**src/rtl/fetch_unit.sv**
```systemverilog
// Instruction fetch sequencer: samples the PC, runs a req/ack read against instruction memory,
// latches the word into the instruction register and pulses the PC increment once per fetch.
module fetch_unit #(
  parameter int unsigned IW      = 16,
  parameter int unsigned TIMEOUT = 15
) (
  input  logic          Clk,
  input  logic          RST,
  input  logic          fetch_en,
  input  logic          flush,
  input  logic [7:0]    pc_in,
  output logic [7:0]    mem_addr,
  output logic          mem_req,
  input  logic          mem_ack,
  input  logic [IW-1:0] mem_rdata,
  output logic [IW-1:0] ir_out,
  output logic          ir_valid,
  output logic          pc_inc,
  output logic          busy,
  output logic          fetch_err
);

  // A zero-width counter is illegal, so TIMEOUT=0 still keeps one (unused) bit.
  localparam int unsigned CW = (TIMEOUT > 0) ? $clog2(TIMEOUT + 1) : 1;
  localparam logic [CW-1:0] CntLast = CW'(TIMEOUT - 1);
  localparam logic [CW-1:0] CntMax  = '1;

  typedef enum logic [1:0] {StIdle, StReq, StDone, StErr} state_e;

  state_e        state_q;
  logic [CW-1:0] cnt_q;

  always_ff @(posedge Clk) begin
    if (RST) begin
      state_q   <= StIdle;
      cnt_q     <= '0;
      mem_addr  <= '0;
      mem_req   <= 1'b0;
      ir_out    <= '0;
      ir_valid  <= 1'b0;
      pc_inc    <= 1'b0;
      busy      <= 1'b0;
      fetch_err <= 1'b0;
    end else begin
      ir_valid <= 1'b0;
      pc_inc   <= 1'b0;
      case (state_q)
        StIdle: begin
          if (fetch_en && !flush) begin
            mem_addr <= pc_in;
            cnt_q    <= '0;
            mem_req  <= 1'b1;
            busy     <= 1'b1;
            state_q  <= StReq;
          end
        end
        StReq: begin
          // Flush wins over a same-cycle ack; the returned word is dropped.
          if (flush) begin
            mem_req <= 1'b0;
            busy    <= 1'b0;
            state_q <= StIdle;
          end else if (mem_ack) begin
            ir_out   <= mem_rdata;
            ir_valid <= 1'b1;
            pc_inc   <= 1'b1;
            mem_req  <= 1'b0;
            state_q  <= StDone;
          end else if (TIMEOUT != 0 && cnt_q == CntLast) begin
            mem_req   <= 1'b0;
            fetch_err <= 1'b1;
            state_q   <= StErr;
          end else if (cnt_q != CntMax) begin
            cnt_q <= cnt_q + 1'b1;
          end
        end
        StDone: begin
          busy    <= 1'b0;
          state_q <= StIdle;
        end
        StErr: begin
          // Sticky until reset.
          state_q <= StErr;
        end
        default: state_q <= StIdle;
      endcase
    end
  end

endmodule

```
**config.mk**
```make
export PLATFORM = sky130hd
export DESIGN_NAME = fetch_unit
export DESIGN_NICKNAME = d
export VERILOG_FILES = /design/src/rtl/fetch_unit.sv
export SDC_FILE = /design/constraint.sdc
export NUM_CORES = 1
export LEC_CHECK = 0
export CORE_UTILIZATION = 40
export CTS_BUF_LIST = sky130_fd_sc_hd__clkbuf_8
export DETAILED_ROUTE_END_ITERATION = 10
export PLACE_DENSITY_LB_ADDON = 0.12
export REMOVE_ABC_BUFFERS = 1
export SYNTH_ARGS = -nofsm -noshare
export SYNTH_HDL_FRONTEND = slang
export SYNTH_SLANG_ARGS = --single-unit
```
**constraint.sdc**
```tcl
create_clock -name Clk -period 2 [get_ports Clk]
set_input_delay 0.4 -clock Clk [delete_from_list [all_inputs] [get_ports Clk]]
set_output_delay 0.4 -clock Clk [all_outputs]
set_load 0.01 [all_outputs]
```
-- Yosys cells after proc, flatten, opt, wreduce, memory -nomap -nowiden
Cells that the tools add are included.
- add/sub/neg operators: 1
- eq/ne operators: 12
- bitwise gates (word level): 3
- reduce and logical (&&, ||, !) cells: 13
- multiplexer cells: 19
- operator list (operator ; number):
    $mux 4 ; 5
    $ne 2x2->1 const B ; 6
    $reduce_and 3->1 ; 3
    $mux 2 ; 4
    $ne 4x4->1 const B ; 2
    $pmux 2 s4 ; 1
    $pmux 4 s2 ; 1
    $mux 1 ; 6
    $reduce_and 6->1 ; 1
    $add 4x1->4 const B ; 1
    $eq 2x2->1 const B ; 2
    $eq 4x4->1 const B ; 1
    $reduce_and 2->1 ; 2
    $reduce_and 4->1 ; 1
    $not 1->1 ; 3
    $pmux 1 s3 ; 1
    $reduce_bool 3->1 ; 1
    $reduce_or 3->1 ; 1
    $eq 2x1->1 const B ; 1
    $logic_not 2->1 ; 1
    $pmux 1 s2 ; 1
    $reduce_bool 2->1 ; 1
    $logic_and 1x1->1 ; 1
    $logic_not 1->1 ; 1
- register bits after elaboration: 34
- output and inout port bits: 29
- word-level logic and storage cells: 56

-- Depth between registers and ports, before layout
Gate-level depths: netlist of the first run.
- word-level depth: 6
- mapped depth: 8
- mapped depth without buffers: 6

-- Worst setup path before layout of the first run
No wires, ideal clock.
- kind: register -> register
- from: reg state_q[0]
- to: reg cnt_q[1]
- library setup time: 70 ps
- stages on the path, launching flop included: 8
- period minus slack after synthesis: 1885 ps
- arrival time: 1815 ps
- buffers on the path: 1
- slack: 115 ps
- cells stage by stage: dfxtp_1 -> inv_1 -> ha_1 -> buf_6 -> o21a_1 -> a2111o_1 -> or3b_1 -> a21oi_1
- longest elaborated chain between the ends: 3
- ends and longest elaborated chain (item ; RTL line ; RTL):
    from (decl) ; 30 ; state_e state_q;
    from (signal assigned) ; 35 ; state_q <= StIdle;
    from (signal assigned) ; 54 ; state_q <= StReq;
    from (signal assigned) ; 62 ; state_q <= StIdle;
    $eq 2x1->1 or $logic_not 2->1 (tied branches) ; 47 ; case (state_q)
    $ne 2x2->1 (no source line) or $reduce_bool 2->1 (tied branches) ; - ;
    $reduce_and 6->1 (no source line) ; - ;
    to (signal assigned) ; 74 ; cnt_q <= cnt_q + 1'b1;
    to (decl) ; 31 ; logic [CW-1:0] cnt_q;
Parallel ways exist; a longest one is shown, timed or not.
A chain may end at the register's enable or synchronous reset.

-- Worst setup path in the final report of the first run
- from: reg cnt_q[0]
- to: reg cnt_q[1]
- longest elaborated chain between the ends: 6
- ends and longest elaborated chain (item ; RTL line ; RTL):
    $add 4x1->4 ; 74 ;
    $mux 4 ; 73 ; end else if (cnt_q != CntMax) begin
    $mux 4 ; 69 ; end else if (TIMEOUT != 0 && cnt_q == CntLast) begin
    $mux 4 ; 63 ; end else if (mem_ack) begin
    $mux 4 ; 59 ; if (flush) begin
    $pmux 4 s2 ; 47 ;
Parallel ways exist; a longest one is shown, timed or not. The select of a mux whose other input is x is not followed.

==> metrics, run 1 <==
Final setup viols 0; finished layout cell area 2220 µm²; Max FO, Critical Path 4; GR Util met1 20.7%; routability cong. 0.773; CTS tree built; top-count cell post-synth dfxtp_1; vias per inst 4.80; ys async rst share 0%; flip-flop and latch area 682 µm²; Initial Utilization 42.5%; Worst Max-Slew Pin Slew 0.386 ns; Worst setup EP type flip-flop; Hold Path Class reg -> reg; core area 3420 µm²; slowest stage delay, CP 0.45 ns; # clock sinks 34; Area Growth Syn to Fin 53.1%; Post-DP Area 2120 µm²; Synth top area share 46.9%; total vias in the final route 1355; layout cells sized above 1 11.0%; All-Layer GR Usage 18.9%; Yosys cell types 35; Avg Inst Size Synth 8.65 µm²; Max stage delay cell, worst path a2111o_1; M3 GR Usage 6.99%; Clock Tree Buf Depth 2; worst path bufs/invs 1; synth cell count leaders dfxtp_1 (34), nand2_1 (33), a21oi_1 (20), nor2_1 (14), mux2i_1 (8); worst slack, placed -0.0794 ns; Top delay family on crit path compound AO/OA/AOI/OAI gates; final slew viol count 0; EDFF count, synth 0; drt pass-1 iters 4; Post-Syn Instances 168; critical path launch point cnt_q[0]; crit-path cells inv_1 > ha_1 > o2111a_1 > a2111o_1 > or3b_4 > a21oi_2; Total Wirelength 3440 µm; CP Capture Point cnt_q[1]; Finished Layout Cells 282; wire per inst 12.2 µm; Detailed Place HPWL 2510 µm; DP Cell Count 272; Static Leak 0.000885 µW; gr ovfl total 0; GR peak layer met2; Worst R2R End cnt_q[1]; Final ANT Viol Nets 0; period utilization 97.5%; initial antenna violation count 0; Final WS setup 0.0506 ns; row count 21; clk slew on worst S/H paths 0.07 ns; cell depth of the worst setup path 6; Nets 271; post-route minimum period 1.95 ns; pwr dens 702 nW/µm²; Register-to-Register Path Depth 6; CTS buffer count 5; most area-consuming cells after synthesis dfxtp_1 (47%), nand2_1 (8.5%), a21oi_1 (6.9%); fin util 65.1%; IO Port Bufs 57; overall power 1560 µW; vias in the first global route 1284; post-synth top area cell dfxtp_1; FMAX 0.513 GHz; CP Launch Type flip-flop; clock root buffer clkbuf_8; first-pass GRT wire length 5740 µm; Remaining DRCs 0; ANT cells 0; area of the multi-input gates 701 µm²; DIE WIDTH 62.3 µm; Die Ht 62.3 µm; crit path DAT 2.17 ns; pin count of the biggest net entering global routing 23; critical setup path kind reg -> reg; status complete, no violations; R2R Path Start cnt_q[0]; Primary FF master, synth dfxtp_1; Max rail drop VDD 464 µV; Worst EP required 2.22 ns; FF+latch count, synth 34; met2 GRT Util 33.2%; # fillers 287; Slew Limit Headroom 74.1%; clk_lat worst skew 0.28 ns; yosys warns 0; sequential share of the synthesized area 46.9%; Max-Cap Viols 0; flop-to-flop setup slack 0.05 ns; CTS Hold Bufs 0; Starting DRT DRC Count 54; area of the die 3880 µm²; H-tree depth 2; num ports 58; clk_skew 0.00462 ns; final hold violation count 0; Post-Syn Area 1450 µm²; RSZ-0062 raised after global routing false
## cell families (layout without fill, tap and decap cells)
| logic type | after synthesis | in the layout | synth area share [%] |
|---|---|---|---|
| AO/OA/AOI/OAI | 36 | 36 | 15.5 |
| adder cells (fa/ha/maj) | 7 | 7 | 6.03 |
| buffers and inverters | 17 | 85 | 5.34 |
| flip-flops | 34 | 34 | 46.9 |
| multiplexers | 8 | 8 | 5.51 |
| AND/OR/NAND/NOR | 66 | 66 | 20.8 |
## where the power goes
part           internal, µW  switching (µW)  leakage, µW
clock network           240             243    0.0000493
registers               712            21.7     0.000277
logic                   195             150     0.000559
total                  1150             415     0.000885
## worst min-delay path: cells and delay by family (launching register included)
family | cells | cell delay, ns
AO/OA/AOI/OAI | 1 | 0.05
flip-flops | 1 | 0.31
AND/OR/NAND/NOR | 1 | 0.05
## final cells by class
class | instances | share of cell area (%)
clock buffers | 5 | 3.09
multi-input cells | 117 | 31.5
inverters | 6 | 1.01
flip-flops and latches | 34 | 30.7
repair buffers | 71 | 30.4
well taps | 46 | 2.59
clock inverters | 3 | 0.787
## state kept, by name (all words and copies together), names as in the netlist
signal / count
ir_out: 16
mem_addr: 8
cnt_q: 4
state_q: 2
busy: 1
fetch_err: 1
mem_req: 1
pc_inc: 1
## routing by layer
metal | vias up | routed length [µm]
li1 | 701 | -
met1 | 600 | 1450
met2 | 52 | 1750
met3 | 2 | 221
met4 | 0 | 15
met5 | - | 0
## placed cells by master (no fill, tap or decap), drive strengths merged, types with 2 or more instances in the layout
master / Yosys / layout
nand2b: 2 / 2
clkdlybuf4s50: 0 / 57
and2: 2 / 2
o21ai: 2 / 2
nand2: 33 / 33
inv: 6 / 7
mux2i: 8 / 8
nand3: 5 / 5
a21oi: 20 / 20
ha: 7 / 7
dfxtp: 34 / 34
a211oi: 4 / 4
clkbuf: 7 / 5
nor3b: 2 / 2
nor2: 14 / 14
clkinv: 0 / 2
nor2b: 2 / 2
buf: 4 / 14
## what timing repair did
action	4_1_cts	5_1_grt
setup buffers	0	2
endpoints found under the setup margin	0	2
endpoints found under the hold margin	0	0
gates resized for setup	0	3
## worst min path at each step
stage	startpoint	to	slack [ns]	cells past startpoint
after CTS	ir_out[5]	ir_out[5]	0.46	2
final	ir_out[5]	ir_out[5]	0.45	2
after floorplan	state_q[1]	state_q[1]	0.46	2
after global placement	ir_out[10]	ir_out[10]	0.44	2
after global routing	ir_out[9]	ir_out[9]	0.48	2
after detailed placement	ir_out[5]	ir_out[5]	0.45	2
## stage by stage
stage / hold WS [ns] / TNS (ns)
floorplan: 0.457 / 0
global placement: 0.441 / -0.0271
detailed placement: 0.448 / -0.0794
CTS: 0.458 / 0
global route: 0.476 / 0
finish: 0.454 / 0
No activity file was read; power rests on OpenSTA's default activity.
==> inputs of run 2 (changes only) <==
--- a/config.mk
+++ b/config.mk
@@ -5,11 +5,13 @@
 export SDC_FILE = /design/constraint.sdc
 export NUM_CORES = 1
 export LEC_CHECK = 0
+export ABC_AREA = 1
 export CORE_UTILIZATION = 40
 export CTS_BUF_LIST = sky130_fd_sc_hd__clkbuf_8
 export DETAILED_ROUTE_END_ITERATION = 10
 export PLACE_DENSITY_LB_ADDON = 0.12
 export REMOVE_ABC_BUFFERS = 1
+export SETUP_SLACK_MARGIN = 0.1
 export SYNTH_ARGS = -nofsm -noshare
 export SYNTH_HDL_FRONTEND = slang
 export SYNTH_SLANG_ARGS = --single-unit
==> metrics, run 2 <==
status complete, no violations (unchanged); drt pass-1 iters 4 (unchanged); Hold Path Class reg -> reg (unchanged); setup TNS 0 ns (unchanged); crit path DAT 1.18 ns (was 2.17 ns); most frequent cells in the layout clkdlybuf4s50_1 (57), inv_1 (36), a21oi_1 (36) (was clkdlybuf4s50_1 (57), nand2_1 (33), dfxtp_1 (33)); Worst Max-Slew Pin Slew 0.239 ns (was 0.386 ns); Finished Layout Cells 307 (was 282); Max stage delay cell, worst path clkdlybuf4s50_1 (was a2111o_1); post-synth top area cell dfxtp_1 (unchanged); Detailed Place HPWL 2380 µm (was 2510 µm); Worst EP required 1.60 ns (was 2.22 ns); number of setup buffers added after CTS 0 (unchanged); wire per inst 10.6 µm (was 12.2 µm); Avg Inst Size Synth 7.51 µm² (was 8.65 µm²); Final WS setup 0.425 ns (was 0.0506 ns); Remaining DRCs 0 (unchanged); row count 21 (unchanged); worst slack, placed 0.357 ns (was -0.0794 ns); Top reg by flops ir_out (unchanged); sequential share of the synthesized area 45.3% (was 46.9%); most area-consuming cells after synthesis dfxtp_1 (45%), a21oi_1 (12%), inv_1 (9.0%) (was dfxtp_1 (47%), nand2_1 (8.5%), a21oi_1 (6.9%)); Final ANT Viol Nets 0 (unchanged); CP Launch Type flip-flop (unchanged); Top Registers ir_out x16, mem_addr x8, cnt_q x4 (unchanged); layout cells sized above 1 6.51% (was 11.0%); overall power 2370 µW (was 1560 µW); All-Layer GR Usage 18.5% (was 18.9%); post_cts resized 0 (unchanged); Initial Utilization 43.3% (was 42.5%); CTS tree built (unchanged); Die Ht 63.3 µm (was 62.3 µm); routability cong. 0.802 (was 0.773); Slew Limit Headroom 84.1% (was 74.1%); Starting DRT DRC Count 37 (was 54); ANT cells 0 (unchanged); yosys warns 0 (unchanged); vias per inst 4.50 (was 4.80); Max rail drop VDD 561 µV (was 464 µV); Total Wirelength 3240 µm (was 3440 µm); Max FO, Critical Path 2 (was 4); clk slew on worst S/H paths 0.06 ns (was 0.07 ns); Nets 297 (was 271); clk_lat worst skew 0.28 ns (about the same); final hold violation count 0 (unchanged); area of the die 4000 µm² (was 3880 µm²); period utilization 78.8% (was 97.5%); Yosys cell types 16 (was 35); Primary FF master, synth dfxtp_1 (unchanged); DP Cell Count 300 (was 272); hold slack 0.442 ns (was 0.454 ns); gr ovfl total 0 (unchanged); FF+latch count, synth 34 (unchanged); Clock Tree Buf Depth 2 (unchanged); crit-path cells clkdlybuf4s50_1 (was inv_1 > ha_1 > o2111a_1 > a2111o_1 > or3b_4 > a21oi_2); Post-Syn Area 1500 µm² (was 1450 µm²); FMAX 0.635 GHz (was 0.513 GHz); pwr dens 1050 nW/µm² (was 702 nW/µm²); Post-Syn Instances 200 (was 168); vias in the first global route 1275 (was 1284); total vias in the final route 1382 (was 1355); worst path bufs/invs 1 (unchanged); initial antenna violation count 0 (unchanged); Top delay family on crit path buffers and inverters (was compound AO/OA/AOI/OAI gates); RSZ-0062 raised after global routing false (unchanged); Final setup viols 0 (unchanged); IO Port Bufs 57 (unchanged); max reg flops 16 (unchanged); CTS Hold Bufs 0 (unchanged); clock root buffer clkbuf_8 (unchanged); Synth top area share 45.3% (was 46.9%); critical setup path kind reg -> out (was reg -> reg); final slew viol count 0 (unchanged); Max-Cap Viols 0 (unchanged); ys async rst share 0% (unchanged); DIE WIDTH 63.3 µm (was 62.3 µm); synth cell count leaders a21oi_1 (36), inv_1 (36), dfxtp_1 (34), nand2_1 (24), o21ai_1 (15) (was dfxtp_1 (34), nand2_1 (33), a21oi_1 (20), nor2_1 (14), mux2i_1 (8)); CTS buffer count 5 (unchanged); num ports 58 (unchanged); commonest non-fill, non-tap cell in the layout clkdlybuf4s50_1 (unchanged); clk_skew 0.00333 ns (was 0.00462 ns); # clock sinks 34 (unchanged); Static Leak 0.000886 µW (was 0.000885 µW); H-tree depth 2 (unchanged); pin count of the biggest net entering global routing 33 (was 23); EDFF count, synth 0 (unchanged); Area Growth Syn to Fin 49.4% (was 53.1%); slowest stage delay, CP 0.56 ns (was 0.45 ns); # fillers 331 (was 287); post-route minimum period 1.58 ns (was 1.95 ns); first-pass GRT wire length 5780 µm (was 5740 µm); core area 3470 µm² (was 3420 µm²); Worst setup EP type primary output (was flip-flop)
run 2: changes by cell type in the layout (fill, tap and decap cells not counted), sizes merged, moves of 4 or more:
cell / delta
o21ai: +23
nand3: +8
inv: +31
a211oi: -4
nand2: -8
a21oi: +16
buf: -9
mux2i: -8
run 2: metal layers:
metal,track usage [%],vias to the layer above,wire length (µm)
met1,23.9,581,1620
met3,6.16,5,198
li1,-,754,-
met5,0,-,0
met2,28.9,42,1380
met4,5.97,0,43
run 2: area by class of cell:
| class | instances | area [µm²] | share of cell area (%) |
|---|---|---|---|
| Sequential cell | 34 | 681 | 30.3 |
| Timing Repair Buffer | 62 | 621 | 27.7 |
| Tap cell | 46 | 57.6 | 2.57 |
| Clock buffer | 6 | 82.6 | 3.68 |
| Clock inverter | 1 | 30.0 | 1.34 |
| Multi-Input combinational cell | 120 | 629 | 28.1 |
| Inverter | 38 | 143 | 6.36 |
run 2: worst paths after layout:
check / from / depth (start not counted) / slack, ns / endpoint
worst min register to register: mem_addr[3] / 2 / 0.44 / mem_addr[3]
worst max-delay path: mem_req / 1 / 0.42 / mem_req
worst min-delay path: mem_addr[3] / 2 / 0.44 / mem_addr[3]
worst max register to register: state_q[1] / 6 / 0.59 / ir_out[15]
run 2: logic make-up (layout without fill, tap and decap cells):
logic type	count (synthesis)	in the layout	share of synthesized area (%)
AO/OA/AOI/OAI	61	61	20.3
adder cells (fa/ha/maj)	7	7	5.83
buffers and inverters	46	107	12.7
AND/OR/NAND/NOR	52	52	15.8
flip-flops	34	34	45.3
run 2: report_power, final:
group / internal (µW) / total [µW] / switching [µW]
Combinational: 409 / 864 / 454
Sequential: 802 / 877 / 74.1
Clock: 398 / 626 / 227
run 2: per-stage QoR:
stage	util, %	area [µm²]
finish	64.7	2240
global route	64.7	2240
CTS	64.7	2240
detailed placement	61.4	2130
global placement	61.4	2130
floorplan	-	1450
run 2: worst min-delay path, cell delays in order, from the launching register on:
cell and delay (ns):
dfxtp_1 0.31, inv_1 0.05, a21oi_1 0.05
==> inputs of run 3 (changes only) <==
--- a/config.mk
+++ b/config.mk
@@ -6,7 +6,7 @@
 export NUM_CORES = 1
 export LEC_CHECK = 0
 export ABC_AREA = 1
-export CORE_UTILIZATION = 40
+export CORE_UTILIZATION = 45
 export CTS_BUF_LIST = sky130_fd_sc_hd__clkbuf_8
 export DETAILED_ROUTE_END_ITERATION = 10
 export PLACE_DENSITY_LB_ADDON = 0.12
==> constraint.sdc (replaced) <==
create_clock -name Clk -period 1.5 [get_ports Clk]
set_input_delay 0.3 -clock Clk [delete_from_list [all_inputs] [get_ports Clk]]
set_output_delay 0.3 -clock Clk [all_outputs]
set_load 0.01 [all_outputs]
==> metrics, run 3 (same netlist as run 2, synthesis figures left out) <==
final hold violation count 0 (unchanged); All-Layer GR Usage 18.7% (was 18.5%); Hold Startpoint mem_addr[6] (was mem_addr[3]); H-tree depth 2 (unchanged); Slew Limit Headroom 83.2% (was 84.1%); Top Registers ir_out x16, mem_addr x8, cnt_q x4 (unchanged); FMAX 0.773 GHz; max reg flops 16 (unchanged); # clock sinks 34 (unchanged); first-pass GRT wire length 4990 µm (was 5780 µm); Remaining DRCs 0 (unchanged); Max-Cap Viols 0 (unchanged); Total Wirelength 3270 µm (was 3240 µm); num ports 58 (unchanged); drt pass-1 iters 4 (unchanged); clock root buffer clkbuf_8 (unchanged); crit path DAT 1.47 ns (was 1.18 ns); Seq pwr share 39.5% (was 37.0%); period utilization 86.2%; M1 WL 1450 µm (was 1620 µm); initial antenna violation count 0 (unchanged); Worst EP required 1.67 ns (was 1.60 ns); pin count of the biggest net entering global routing 33 (unchanged); final slew viol count 0 (unchanged); Switch Pwr 1040 µW (was 756 µW); DP Cell Count 299 (was 300); area of the die 3570 µm² (was 4000 µm²); Post-DP Area 2140 µm² (was 2130 µm²); Starting DRT DRC Count 70 (was 37); core area 3100 µm² (was 3470 µm²); Clock Tree Buf Depth 2 (unchanged); IO Port Bufs 57 (unchanged); vias in the first global route 1226 (was 1275); Clock Power Share 23.2% (was 26.4%); Finished Layout Cells 307 (unchanged); DR top layer met4 (unchanged); Worst Max-Slew Pin Slew 0.251 ns (was 0.239 ns); number of setup buffers added after CTS 0 (unchanged); Nets 298 (was 297); critical path launch point state_q[0] (was mem_req); Initial Utilization 48.4% (was 43.3%); Top reg by flops ir_out (unchanged); clk slew on worst S/H paths 0.07 ns (was 0.06 ns); total internal power 1940 µW (was 1610 µW); vias per inst 4.61 (was 4.50); layout cells sized above 1 10.3% (was 6.51%); CTS buffer count 5 (unchanged); Hold Path Class reg -> reg (unchanged); Max rail drop VDD 895 µV (was 561 µV); Static Leak 0.00101 µW (was 0.000886 µW); wire length on met3 233 µm (was 198 µm); ANT cells 0 (unchanged); clk_lat worst skew 0.28 ns (about the same); sw frac 35.0% (was 32.0%); Area Growth Syn to Fin 48.3% (was 49.4%); status complete, no violations (unchanged); Die Ht 59.8 µm (was 63.3 µm); Final setup viols 0 (unchanged); Max FO, Critical Path 16 (was 2); flip-flop and latch area 683 µm² (was 681 µm²); # fillers 276 (was 331); Worst setup EP type flip-flop (was primary output); Detailed Place HPWL 2390 µm (was 2380 µm); DIE WIDTH 59.8 µm (was 63.3 µm); most frequent cells in the layout inv_1 (35), a21oi_1 (35), dfxtp_1 (32) (was clkdlybuf4s50_1 (57), inv_1 (36), a21oi_1 (36)); routability cong. 0.831 (was 0.802); Final ANT Viol Nets 0 (unchanged); total vias in the final route 1415 (was 1382); post-route minimum period 1.29 ns; R2R Path Start state_q[0] (was state_q[1]); clk_skew 0.00461 ns (was 0.00333 ns); area of the multi-input gates 656 µm² (was 629 µm²); critical setup path kind reg -> reg (was reg -> out); RSZ-0062 raised after global routing true (was false); wire per inst 10.6 µm (about the same); gr ovfl total 0 (unchanged); pwr dens 1340 nW/µm² (was 1050 nW/µm²); row count 20 (was 21); CTS tree built (unchanged); met2 WL 1550 µm (was 1380 µm); finished layout cell area 2230 µm² (was 2240 µm²); Comb power frac 37.4% (was 36.5%); CP Launch Type flip-flop (unchanged)
run 3: final timing paths:
path	slack, ns	endpoint	cells past startpoint
max	0.21	mem_addr[1]	6
min	0.44	mem_addr[6]	2
max reg2reg	0.21	mem_addr[1]	6
min reg2reg	0.44	mem_addr[6]	2
run 3: stage by stage:
step	power, µW	setup TNS [ns]	util (%)	setup slack, ns	hold WS [ns]
finish	2980	0	71.8	0.206	0.438
global route	3210	0	71.8	0.0825	0.454
CTS	2940	0	70.7	0.101	0.441
detailed placement	2330	-0.0560	68.8	-0.0176	0.433
global placement	2320	0	68.8	0.00180	0.430
floorplan	1850	-3.52	-	-0.262	0.369
run 3: routing by layer:
metal / track usage [%] / vias up
li1: - / 756
met1: 22.1 / 606
met2: 31.1 / 48
met3: 7.14 / 5
met4: 5.98 / 0
met5: 0 / -
run 3: repair_timing:
action,4_1_cts,5_1_grt
resized for setup,29,15
setup endpoints to repair,29,31
hold buffers,0,0
run 3: layout make-up:
class                   instances  area share [%]
flip-flops and latches         34            30.7
inverters                      38            6.40
multi-input cells             120            29.4
clock inverters                 2           0.562
repair buffers                 63            26.7
clock buffers                   6            3.71
well taps                      44            2.47
run 3: power by group through the flow:
stage | combinational, µW | clock, µW | sequential, µW
after floorplan | 610 | 0 | 1240
after global placement | 1140 | 0 | 1180
after detailed placement | 1140 | 0 | 1190
after CTS | 1060 | 713 | 1160
after global routing | 1270 | 752 | 1200
final | 1110 | 690 | 1180
run 3: worst max-delay path, stage by stage, from the launching register on:
cell and delay, ns:
dfxtp_2 0.35, inv_1 0.12, ha_2 0.21, nand3_2 0.12
buf_6 0.17, o21ai_0 0.16, a21oi_1 0.06
